--- src/rtl/video_timing_pkg.sv ---
// Shared mode constants, sync bundle type and helpers for the raster timing generator.
package video_timing_pkg;

  localparam int CNT_W = 12;

  // 640x480@60, 25.175 MHz pixel clock, both syncs active-low
  localparam int VGA_H_ACTIVE = 640;
  localparam int VGA_H_FP     = 16;
  localparam int VGA_H_SYNC   = 96;
  localparam int VGA_H_BP     = 48;
  localparam int VGA_V_ACTIVE = 480;
  localparam int VGA_V_FP     = 10;
  localparam int VGA_V_SYNC   = 2;
  localparam int VGA_V_BP     = 33;
  localparam bit VGA_H_POL    = 1'b0;
  localparam bit VGA_V_POL    = 1'b0;

  // 1280x720@60, 74.25 MHz pixel clock, both syncs active-high
  localparam int HD_H_ACTIVE = 1280;
  localparam int HD_H_FP     = 110;
  localparam int HD_H_SYNC   = 40;
  localparam int HD_H_BP     = 220;
  localparam int HD_V_ACTIVE = 720;
  localparam int HD_V_FP     = 5;
  localparam int HD_V_SYNC   = 5;
  localparam int HD_V_BP     = 20;
  localparam bit HD_H_POL    = 1'b1;
  localparam bit HD_V_POL    = 1'b1;

  localparam int VGA_H_TOTAL = VGA_H_ACTIVE + VGA_H_FP + VGA_H_SYNC + VGA_H_BP;
  localparam int VGA_V_TOTAL = VGA_V_ACTIVE + VGA_V_FP + VGA_V_SYNC + VGA_V_BP;
  localparam int HD_H_TOTAL  = HD_H_ACTIVE + HD_H_FP + HD_H_SYNC + HD_H_BP;
  localparam int HD_V_TOTAL  = HD_V_ACTIVE + HD_V_FP + HD_V_SYNC + HD_V_BP;

  // Asserted-true sync/enable bundle; polarity is applied only at the outputs.
  typedef struct packed {
    logic hs;
    logic vs;
    logic de;
  } sync_t;

  localparam sync_t SYNC_IDLE = '{hs: 1'b0, vs: 1'b0, de: 1'b0};

  function automatic int clog2(input int value);
    int r;
    int v;
    r = 0;
    v = value - 1;
    while (v > 0) begin
      r++;
      v = v >> 1;
    end
    return r;
  endfunction

endpackage

--- src/rtl/delay_line.sv ---
// Fixed-depth shift register with synchronous clear; DEPTH=0 is a wire.
module delay_line #(
  parameter int               WIDTH     = 1,
  parameter int               DEPTH     = 1,
  parameter logic [WIDTH-1:0] RESET_VAL = '0
) (
  input  logic             clk,
  input  logic             rst,
  input  logic [WIDTH-1:0] din,
  output logic [WIDTH-1:0] dout
);

  if (DEPTH == 0) begin : g_bypass
    logic unused_bypass;
    assign unused_bypass = clk ^ rst;
    assign dout = din;
  end else begin : g_shift
    logic [WIDTH-1:0] stage [DEPTH];

    always_ff @(posedge clk) begin
      if (rst) begin
        for (int i = 0; i < DEPTH; i++) stage[i] <= RESET_VAL;
      end else begin
        stage[0] <= din;
        for (int i = 1; i < DEPTH; i++) stage[i] <= stage[i-1];
      end
    end

    assign dout = stage[DEPTH-1];
  end

endmodule

--- src/rtl/video_timing_gen.sv ---
// Raster counters, active/sync decode and the stage-0 register; sync/enable are
// delayed by PIPE so they line up with pixels returned by the pixel source.
module video_timing_gen
  import video_timing_pkg::*;
#(
  parameter int H_ACTIVE = VGA_H_ACTIVE,
  parameter int H_FP     = VGA_H_FP,
  parameter int H_SYNC   = VGA_H_SYNC,
  parameter int H_BP     = VGA_H_BP,
  parameter int V_ACTIVE = VGA_V_ACTIVE,
  parameter int V_FP     = VGA_V_FP,
  parameter int V_SYNC   = VGA_V_SYNC,
  parameter int V_BP     = VGA_V_BP,
  parameter bit H_POL    = VGA_H_POL,
  parameter bit V_POL    = VGA_V_POL,
  parameter int PIPE     = 2
) (
  input  logic             clk,
  input  logic             rst,
  output logic [CNT_W-1:0] x,
  output logic [CNT_W-1:0] y,
  output logic             req,
  output logic             sof,
  output logic             sol,
  output logic             hsync,
  output logic             vsync,
  output logic             dena
);

  localparam int H_TOTAL  = H_ACTIVE + H_FP + H_SYNC + H_BP;
  localparam int V_TOTAL  = V_ACTIVE + V_FP + V_SYNC + V_BP;
  localparam int HS_START = H_ACTIVE + H_FP;
  localparam int HS_END   = HS_START + H_SYNC;
  localparam int VS_START = V_ACTIVE + V_FP;
  localparam int VS_END   = VS_START + V_SYNC;

  localparam logic [CNT_W-1:0] H_LAST = CNT_W'(H_TOTAL - 1);
  localparam logic [CNT_W-1:0] V_LAST = CNT_W'(V_TOTAL - 1);

  if (clog2(H_TOTAL) > CNT_W || clog2(V_TOTAL) > CNT_W || PIPE < 0 || PIPE > 15)
  begin : g_bad_params
    $fatal(1, "video_timing_gen: totals must fit 12-bit counters and PIPE must be 0..15");
  end

  logic [CNT_W-1:0] hc;
  logic [CNT_W-1:0] vc;
  logic             active;
  sync_t            s0_nxt;
  sync_t            s0;
  sync_t            dly;

  always_ff @(posedge clk) begin
    if (rst) begin
      hc <= '0;
      vc <= '0;
    end else if (hc == H_LAST) begin
      hc <= '0;
      vc <= (vc == V_LAST) ? '0 : vc + CNT_W'(1);
    end else begin
      hc <= hc + CNT_W'(1);
    end
  end

  // vc only moves when hc wraps, so the vertical decode naturally switches at hc=0
  always_comb begin
    active    = (int'(hc) < H_ACTIVE) && (int'(vc) < V_ACTIVE);
    s0_nxt    = SYNC_IDLE;
    s0_nxt.hs = (int'(hc) >= HS_START) && (int'(hc) < HS_END);
    s0_nxt.vs = (int'(vc) >= VS_START) && (int'(vc) < VS_END);
    s0_nxt.de = active;
  end

  always_ff @(posedge clk) begin
    if (rst) begin
      x   <= '0;
      y   <= '0;
      req <= 1'b0;
      sof <= 1'b0;
      sol <= 1'b0;
      s0  <= SYNC_IDLE;
    end else begin
      x   <= hc;
      y   <= vc;
      req <= active;
      sof <= (hc == '0) && (vc == '0);
      sol <= (hc == '0);
      s0  <= s0_nxt;
    end
  end

  delay_line #(
    .WIDTH     (3),
    .DEPTH     (PIPE),
    .RESET_VAL (SYNC_IDLE)
  ) u_sync_dly (
    .clk  (clk),
    .rst  (rst),
    .din  (s0),
    .dout (dly)
  );

  assign hsync = dly.hs ? H_POL : ~H_POL;
  assign vsync = dly.vs ? V_POL : ~V_POL;
  assign dena  = dly.de;

endmodule

--- config.mk ---
export PLATFORM = sky130hd
export DESIGN_NAME = video_timing_gen
export DESIGN_NICKNAME = d
export VERILOG_FILES = /design/src/rtl/video_timing_pkg.sv /design/src/rtl/delay_line.sv /design/src/rtl/video_timing_gen.sv
export SDC_FILE = /design/constraint.sdc
export NUM_CORES = 1
export LEC_CHECK = 0
export ABC_AREA = 1
export CORE_ASPECT_RATIO = 1.25
export CORE_MARGIN = 4
export CORE_UTILIZATION = 40
export CTS_CLUSTER_SIZE = 30
export DETAILED_ROUTE_END_ITERATION = 7
export SLEW_MARGIN = 20
export SYNTH_ARGS = -nofsm -noshare
export SYNTH_HDL_FRONTEND = slang
export SYNTH_HIERARCHICAL = 1
export SYNTH_SLANG_ARGS = --single-unit
--- constraint.sdc ---
create_clock -name clk -period 3.45 [get_ports clk]
set_input_delay 0.69 -clock clk [delete_from_list [all_inputs] [get_ports clk]]
set_output_delay 0.69 -clock clk [all_outputs]
set_load 0.1 [all_outputs]
==> results.yml <==
outcome:
  outcome: "completed"
sta:
  hold_viol: 0
  period_minus_ws_final_ns: 2.50
  fin_worst_skew_ns: 0.00696
  final_setup_violations: 0
  post-route-worst-setup-slack_ns: 0.951
  grt_setup_unrepaired: "false"
  fmaxAchievable_mhz: 400
  timing.slew.headroom: 0.350
  total_negative_setup_slack_ns: 0
  fin_worst_hold_slack_ns: 0.400
  final_max_slew_viol_count: 0
  share_of_the_clock_period_used_by_the_worst_path: 0.724
  worst-slew-pin-transition_ns: 0.972
synth:
  synth.yosys.warnings: 6
  syn-num-nets: 323
  synth_xor_area_frac: 0.0111
  syn_area_per_cell_um2: 7.50
  post_synth_inst_count: 317
  synth_simple_gate_area_share: 0.348
  syn_area_um2: 2380
  yosys_register_bits: 59
  synth.mux.area_fraction: 0
  synth_compound_area_frac: 0.0263
  yosysSeqAreaShare: 0.497
  yosys.cell_types.count: 28
  area_share_of_fa_ha_maj_cells_after_synthesis: 0.0211
  synth_top_family_by_area: "simple AND/OR/NAND/NOR gates"
cells_and_area:
  area_growth_pct: 23.7
  stdcell_area_um2: 2940
  multi_input_comb_area_um2: 965
  number_of_antenna_repair_diodes: 0
  seq_area_um2: 1180
  final_util: 0.509
  final_cell_mix: "sky130_fd_sc_hd__nor2_1 (69), sky130_fd_sc_hd__nand2_1 (66), sky130_fd_sc_hd__dfxtp_1 (59)"
  final-instance-count-excl-fill: 423
  num-fill-cells: 566
  final_net_count: 358
  layout.cells.most_common: "sky130_fd_sc_hd__nor2_1"
  post_route_cells_drive_above_1_share: 0.0868
cts:
  post_cts.repair.setup_buffers: 0
  ctsResizeCount: 0
  post_cts_hold_buffer_count: 0
  h-tree-depth: 3
  clkTransAtPathRegs_ns: 0.07
  cts_sink_cnt: 59
  cts_buffers: 9
  tritoncts: "yes"
  clk_root_buffer_cell: "sky130_fd_sc_hd__clkbuf_8"
  cts_max_path_buffers: 2
  clock_insertion_delay_worst_skew_ns: 0.34
critical_path:
  worst-path-stages: 1
  critical_path.startpoint_type: "flip-flop"
  worstPathMaxFanout: 2
  cp_top_family: "buffers and inverters"
  worst_r2r_path_depth: 8
  critPathMaxStageDelay_ns: 1.14
  cp_cell_sequence: "clkdlybuf4s50_1"
  required_ns: 2.76
  number_of_buffers_and_inverters_on_the_critical_path: 1
  setup.worst_path.class: "reg -> out"
  crit_slowest_cell: "sky130_fd_sc_hd__clkdlybuf4s50_1"
  worst_ep_arrival_time_ns: 1.81
  crit_path_end_kind: "output port"
routing:
  dr.pass1.iters: 4
  vias: 1998
  ant_nets: 0
  vias_per_cell: 4.72
  drc: 0
  detail_route.wirelength_um: 4840
  routedWlPerCell_um: 11.4
  drt-initial-drc-count: 113
pwr:
  register_share_of_total_power: 0.478
  p_leak_nw: 1.29
  totalPowerFinal_mw: 1.45
  pwr_density_cell_nw_per_um2: 494
  clock_power_share: 0.470
  power_frac_comb: 0.052
  netSwitchingPower_mw: 0.343
  power_switching_share: 0.236
  internal_power_mw: 1.11
  irDropWorstVdd_mv: 0.187
floorplanning:
  starting_density_of_the_core: 0.411
  floorplan.die_area_um2: 7240
  die_x_um: 76.9
  design.portCount: 32
  number_of_standard_cell_rows_in_the_floorplan: 31
  design.core.area_um2: 5780
  dieHeight_um: 94.2
placed_design:
  post-place-cells: 407
  placement.io_buffers: 31
  gpl.final_weighted_congestion: 0.868
  detailedPlace.worstSlack_ns: 1.27
  place.detailed.hpwl_um: 3550
  placed_cell_area_um2: 2720
global_routing:
  grt_pass1_vias: 1810
  grt_overflow_total: 0
  grt_antenna_before_repair: 0
  grt_max_degree: 34
  globalRouteTotalUtil: 0.148
  first_pass_grt_wire_length_um: 8180
worst_hold_path:
  whs_path_depth: 2
  hold_class: "reg -> reg"
run:
  drv.max_cap_violation_count: 0
## flip-flops by register name, summed over array words and instances, names as in the netlist
name                      flops
s0                            3
vc                           12
sof                           1
y                            12
sol                           1
hc                           12
x                            12
u_sync_dly/g_shift.stage      6
## Yosys cell counts
library cell                n  area [um2]
sky130_fd_sc_hd__a21oi_1    6        30.0
sky130_fd_sc_hd__inv_1     43         161
sky130_fd_sc_hd__buf_8      1        15.0
sky130_fd_sc_hd__buf_2      1        5.00
sky130_fd_sc_hd__nor3b_1    2        15.0
sky130_fd_sc_hd__and2_1     1        6.26
sky130_fd_sc_hd__o21ai_0    2        10.0
sky130_fd_sc_hd__nand3_1   22         110
sky130_fd_sc_hd__nand2_1   66         248
sky130_fd_sc_hd__nand4_1    8        50.1
sky130_fd_sc_hd__nand2_2    2        12.5
sky130_fd_sc_hd__inv_2      4        15.0
sky130_fd_sc_hd__o21ai_1    1        5.00
sky130_fd_sc_hd__buf_1      2        7.51
sky130_fd_sc_hd__nand3_2    1        10.0
sky130_fd_sc_hd__ha_1       4        50.1
sky130_fd_sc_hd__nor2_8     2        40.0
sky130_fd_sc_hd__nor4_1     1        6.26
sky130_fd_sc_hd__nor2_2     1        6.26
sky130_fd_sc_hd__xor2_1     3        26.3
sky130_fd_sc_hd__dfxtp_1   59        1180
sky130_fd_sc_hd__nor3_1     8        40.0
sky130_fd_sc_hd__nand2_4    1        11.3
sky130_fd_sc_hd__nor2_4     1        11.3
sky130_fd_sc_hd__clkbuf_1   1        3.75
sky130_fd_sc_hd__a21oi_2    2        17.5
sky130_fd_sc_hd__buf_4      3        22.5
sky130_fd_sc_hd__nor2_1    69         259
## path summary, 6_finish.rpt
| path | from | to | slack (ns) |
|---|---|---|---|
| worst min register to register | u_sync_dly/g_shift.stage[0][1] | u_sync_dly/g_shift.stage[0][4] | 0.40 |
| worst max-delay path | s0[0] | req | 0.95 |
| worst min-delay path | u_sync_dly/g_shift.stage[0][1] | u_sync_dly/g_shift.stage[0][4] | 0.40 |
| worst max register to register | hc[0] | vc[1] | 1.65 |
## power groups by stage
stage / clock (mW) / combinational (mW) / sequential [mW]
global placement: 0 / 0.0763 / 0.709
CTS: 0.701 / 0.0766 / 0.694
finish: 0.683 / 0.0756 / 0.694
floorplan: 0 / 0.0242 / 0.744
detailed placement: 0 / 0.0765 / 0.709
global route: 0.730 / 0.0817 / 0.694
## kinds of logic (layout without fill, tap and decap cells)
family	Yosys count	in the layout
flip-flops	59	59
adder cells (fa/ha/maj)	4	4
AO/OA/AOI/OAI	11	11
buffers and inverters	55	95
XOR/XNOR	3	3
AND/OR/NAND/NOR	185	185
## layer usage
layer  vias up  track usage  routed length [um]
met2        45        0.245                2440
met3        23       0.0480                 192
li1       1041            -                   -
met5         -            0                   0
met1       889        0.162                2010
met4         0       0.0952                 197
## area by class of cell
type / count / share of cell area
well taps: 66 / 0.0281
flip-flops and latches: 59 / 0.402
multi-input cells: 203 / 0.328
clock inverters: 7 / 0.0315
inverters: 47 / 0.0600
repair buffers: 32 / 0.108
clock buffers: 9 / 0.0421
Power figures use the tool's default switching activity.
